## config.mk

```make
export PLATFORM = sky130hd
export DESIGN_NAME = tdt_dm_cdc_req_ctrl
export DESIGN_NICKNAME = d
export VERILOG_FILES = /design/src/rtl/tdt_dm_cdc_pkg.sv /design/src/rtl/tdt_dm_cdc_ack_sync.sv /design/src/rtl/tdt_dm_cdc_req_ctrl.sv
export SDC_FILE = /design/constraint.sdc
export NUM_CORES = 1
export LEC_CHECK = 0
export ABC_AREA = 0
export CORE_MARGIN = 3
export CORE_UTILIZATION = 30
export DETAILED_ROUTE_END_ITERATION = 7
export SLEW_MARGIN = 20
export SYNTH_ARGS = -nofsm -noshare
export SYNTH_HDL_FRONTEND = slang
export SYNTH_SLANG_ARGS = --single-unit
```

## constraint.sdc

```tcl
create_clock -name src_clk -period 4.3 [get_ports src_clk]
set_clock_uncertainty 0.2 [all_clocks]
set_input_delay 0.43 -clock src_clk [delete_from_list [all_inputs] [get_ports src_clk]]
set_output_delay 0.43 -clock src_clk [all_outputs]
set_load 0.005 [all_outputs]
```

## src/rtl/tdt_dm_cdc_pkg.sv

```systemverilog
// Shared definitions for the debug-module req/ack clock-domain crossing.
package tdt_dm_cdc_pkg;

  localparam logic [1:0] IDLE = 2'd0;
  localparam logic [1:0] REQ  = 2'd1;
  localparam logic [1:0] RLS  = 2'd2;

  // Width needed to hold a timeout count that saturates at to_cyc.
  function automatic int unsigned to_cnt_w(input int unsigned to_cyc);
    return unsigned'($clog2(to_cyc + 1));
  endfunction

endpackage

```

## src/rtl/tdt_dm_cdc_ack_sync.sv

```systemverilog
// Multi-stage synchronizer bringing the destination-domain ack into src_clk.
module tdt_dm_cdc_ack_sync #(
  parameter int unsigned SYNC_NUM = 2
) (
  input  logic src_clk,
  input  logic src_rst,
  input  logic ack_async_i,
  output logic ack_s_o
);

  logic [SYNC_NUM-1:0] sync_q;

  always_ff @(posedge src_clk) begin
    if (src_rst) begin
      sync_q <= '0;
    end else begin
      sync_q <= {sync_q[SYNC_NUM-2:0], ack_async_i};
    end
  end

  assign ack_s_o = sync_q[SYNC_NUM-1];

endmodule

```

## src/rtl/tdt_dm_cdc_req_ctrl.sv

```systemverilog
// Source-side sequencer for a 4-phase req/ack crossing carrying one DW-bit word,
// with completion pulse, busy indication and a sticky ack-timeout error.
module tdt_dm_cdc_req_ctrl
  import tdt_dm_cdc_pkg::*;
#(
  parameter int unsigned DW       = 32,
  parameter int unsigned SYNC_NUM = 2,
  parameter int unsigned TO_CYC   = 256
) (
  input  logic          src_clk,
  input  logic          src_rst,
  input  logic          cmd_vld,
  input  logic [DW-1:0] cmd_data,
  output logic          cmd_rdy,
  output logic          cdc_req,
  output logic [DW-1:0] cdc_data,
  input  logic          cdc_ack_async,
  output logic          done,
  output logic          busy,
  output logic          err,
  input  logic          err_clr
);

  localparam int unsigned   CW     = to_cnt_w(TO_CYC);
  localparam logic [CW-1:0] TO_MAX = CW'(TO_CYC);

  logic [1:0]    state_q, state_d;
  logic          req_q, req_d;
  logic [DW-1:0] data_q, data_d;
  logic [CW-1:0] cnt_q, cnt_d;
  logic          err_q, err_d;
  logic          done_q, done_d;
  logic          ack_s;
  logic          accept;
  logic          err_set;

  tdt_dm_cdc_ack_sync #(
    .SYNC_NUM(SYNC_NUM)
  ) u_ack_sync (
    .src_clk    (src_clk),
    .src_rst    (src_rst),
    .ack_async_i(cdc_ack_async),
    .ack_s_o    (ack_s)
  );

  // A stale ack (e.g. after a mid-transfer reset) must fall before a new request.
  assign cmd_rdy = (state_q == IDLE) & ~ack_s;
  assign accept  = cmd_vld & cmd_rdy;

  always_comb begin
    state_d = state_q;
    req_d   = req_q;
    data_d  = data_q;
    done_d  = 1'b0;
    case (state_q)
      IDLE: begin
        if (accept) begin
          data_d  = cmd_data;
          req_d   = 1'b1;
          state_d = REQ;
        end
      end
      REQ: begin
        if (ack_s) begin
          req_d   = 1'b0;
          state_d = RLS;
        end
      end
      RLS: begin
        if (!ack_s) begin
          done_d  = 1'b1;
          state_d = IDLE;
        end
      end
      default: begin
        req_d   = 1'b0;
        state_d = IDLE;
      end
    endcase
  end

  // Error fires once when the count first reaches TO_MAX; saturation keeps it
  // from re-asserting, so err_clr is effective while the FSM keeps waiting.
  always_comb begin
    cnt_d   = cnt_q;
    err_set = 1'b0;
    if ((state_d != state_q) || (state_q == IDLE)) begin
      cnt_d = '0;
    end else if (cnt_q != TO_MAX) begin
      cnt_d   = cnt_q + 1'b1;
      err_set = (cnt_d == TO_MAX);
    end
    err_d = err_set | (err_q & ~err_clr);
  end

  always_ff @(posedge src_clk) begin
    if (src_rst) begin
      state_q <= IDLE;
      req_q   <= 1'b0;
      data_q  <= '0;
      cnt_q   <= '0;
      err_q   <= 1'b0;
      done_q  <= 1'b0;
    end else begin
      state_q <= state_d;
      req_q   <= req_d;
      data_q  <= data_d;
      cnt_q   <= cnt_d;
      err_q   <= err_d;
      done_q  <= done_d;
    end
  end

  assign cdc_req  = req_q;
  assign cdc_data = data_q;
  assign done     = done_q;
  assign err      = err_q;
  assign busy     = (state_q != IDLE);

endmodule
```

==> results.cfg <==
[setup_path]
cp_cell_sequence = nor3_1 -> clkdlybuf4s50_1
cpPeakStageDelay_ns = 0.59
path_buf_inv = 1
critPathKind = reg -> out
crit_start = state_q[1]$_SDFF_PP0_
critPathRequiredTime_ns = 3.67
end_kind = output pin
setup.worst_path.end = cmd_rdy
r2r_slack_ns = 2.33
crit_cells = 2
path_max_fanout = 8
cp_top_family = buffers and inverters
start_kind = flip-flop
reg2reg_to = err$_SDFF_PP0_
rr_startpoint = cnt_q[0]$_SDFFE_PP0P_
reg2reg_depth = 5
slowest_stage = clkdlybuf4s50_1
cp.arrival_ns = 1.69

[clocking]
tritoncts = built
hold_buffers = 0
path_clk_slew_ns = 0.09
clockBufferDepth = 2
cts_root_buf = clkbuf_8
clock_latency_ns = 0.29
cts_max_level = 2
cts_buffers = 5
cts_sinks = 48
post_cts_resized = 0
post_cts_buffers = 0

[logic_synthesis]
synth_area_um2 = 1890
ys_warn_count = 0
ys_seq_area_share_pct = 50.8
syn_inst = 228
ys_ff_latch = 48
synthDistinctLibCells = 31
avgSynthCellArea_um2 = 8.30
synth_nets = 268

[floorplanning]
dieArea_um2 = 7290
die_w_um = 85.4
io-pin-count = 74
start_util_pct = 31.4
row_count = 28
core_um2 = 6030
dieHeight_um = 85.4

[sta]
drv_slew = 0
fin_tns_setup_ns = 0
hold_slack_ns = 0.246
worstMarginPinSlew_ns = 0.644
fin_crit_ns = 2.32
period_share_pct = 54.0
grt_setup_unrepaired = false
hold_viol = 0
max_freq_ghz = 0.431
timing.final.ws_setup_ns = 1.98
relSlewSlack_pct = 56.9
setup_violations = 0

[drt]
drc_errors = 0
drtPass1Iterations = 4
vias = 1663
wirelength_um = 4410
drtIter0Drc = 48
postRouteAntennaNets = 0
vias_per_cell = 4.51
wire_per_inst_um = 12.0

[grt]
grt_start_max_net_pins = 34
antenna_found_initial = 0
grt_pass1_wl_um = 7330
grt_pass1_vias = 1609
grtUsageTotal_pct = 12.2
grt-ovfl-total = 0

[place]
dp_slack_ns = 1.77
dp_hpwl_um = 3050
place_inst = 361
gp_congestion = 0.801
io_buffers = 73

[power]
irDropWorstVdd_v = 0.000154
power_leakage_uw = 0.000978
power.density_nw_per_um2 = 324

[final_layout]
final_common_cell = clkdlybuf4s50_1
syn_to_final_growth_pct = 45.4
final_cells = 369
most-common-layout-cells = clkdlybuf4s50_1, nand2_1, dfxtp_1
drive_gt1_share_pct = 4.76
antenna_cells = 0
nNetsFinal = 333

[outcome]
status = complete, no violations

[run]
cap_viol_max_count = 0

[worst_hold_path]
hold_class = reg -> reg
-- through the flow --
step / power [uW] / util, % / cell area, um2
2_1_floorplan: 539 / - / 1890
3_3_place_gp: 621 / 44.0 / 2650
3_5_place_dp: 623 / 44.0 / 2650
4_1_cts: 907 / 45.6 / 2750
5_1_grt: 934 / 45.6 / 2750
6_report: 892 / 45.6 / 2750
-- sequential cells by signal, summed over array words and instances, names as in the netlist --
signal	count
cdc_req	1
u_ack_sync.sync_q	2
err	1
done	1
cdc_data	32
state_q	2
cnt_q	9
-- cell usage after synthesis --
| cell | count | share of area, % |
|---|---|---|
| o31ai_1 | 1 | 0.40 |
| and2_1 | 1 | 0.33 |
| ha_1 | 3 | 2.0 |
| inv_1 | 3 | 0.60 |
| nor2_1 | 14 | 2.8 |
| clkbuf_1 | 10 | 2.0 |
| o21ai_0 | 1 | 0.26 |
| a311oi_1 | 2 | 0.93 |
| nand2_1 | 70 | 14 |
| nand3_1 | 3 | 0.79 |
| nand4b_1 | 1 | 0.46 |
| nor3_1 | 2 | 0.53 |
| nor4_1 | 1 | 0.33 |
| or2_2 | 1 | 0.33 |
| buf_6 | 1 | 0.60 |
| a31oi_2 | 1 | 0.66 |
| nor4b_4 | 1 | 1.3 |
| a31oi_1 | 2 | 0.66 |
| xor2_1 | 3 | 1.4 |
| mux2i_1 | 1 | 0.53 |
| nor2b_1 | 2 | 0.66 |
| nor3b_1 | 1 | 0.40 |
| a32oi_1 | 1 | 0.46 |
| and3_1 | 3 | 0.99 |
| buf_2 | 5 | 1.3 |
| xnor2_1 | 9 | 4.2 |
| nand2b_1 | 1 | 0.33 |
| dfxtp_1 | 48 | 51 |
| a21oi_1 | 33 | 8.7 |
| nor4b_1 | 2 | 0.93 |
| or4b_1 | 1 | 0.53 |
-- where the power goes --
group,switching (uW),internal [uW]
clock network,150,132
registers,12.7,466
logic,52.0,79.7
total,215,677
-- per-layer routing --
metal	global-route usage, %	vias up	routed length [um]
met1	15.4	745	2120
met2	20.5	40	1990
li1	-	874	-
met3	3.11	4	264
met5	0	-	0
met4	3.45	0	34
-- worst min path at each step --
stage	slack [ns]	endpoint	startpoint	cells past startpoint
4_1_cts	0.25	u_ack_sync.sync_q[1]$_SDFF_PP0_	u_ack_sync.sync_q[0]$_SDFF_PP0_	1
2_1_floorplan	0.21	u_ack_sync.sync_q[1]$_SDFF_PP0_	u_ack_sync.sync_q[0]$_SDFF_PP0_	1
3_5_place_dp	0.23	u_ack_sync.sync_q[1]$_SDFF_PP0_	u_ack_sync.sync_q[0]$_SDFF_PP0_	1
6_report	0.25	u_ack_sync.sync_q[1]$_SDFF_PP0_	u_ack_sync.sync_q[0]$_SDFF_PP0_	1
3_3_place_gp	0.22	u_ack_sync.sync_q[1]$_SDFF_PP0_	u_ack_sync.sync_q[0]$_SDFF_PP0_	1
5_1_grt	0.27	cdc_data[19]$_SDFFE_PP0P_	cdc_data[19]$_SDFFE_PP0P_	2
-- layout make-up --
cell class	instances	area, um2
Clock buffer	6	82.6
Multi-Input combinational cell	161	850
Timing Repair Buffer	74	738
Tap cell	75	93.8
Sequential cell	48	961
Fill cell	612	3280
Inverter	3	11.3
Clock inverter	2	13.8
-- cells by family after synthesis --
kind of cell               synth area share (%)
and+or+nand+nor                            24.5
DFF                                        50.8
AOI/OAI and AO/OA                          12.1
buffers and inverters                      4.50
xor gates and xnor gates                   5.56
adders and majority gates                  1.98
muxes                                     0.529
Note: power is estimated with default switching activity, not from simulation.
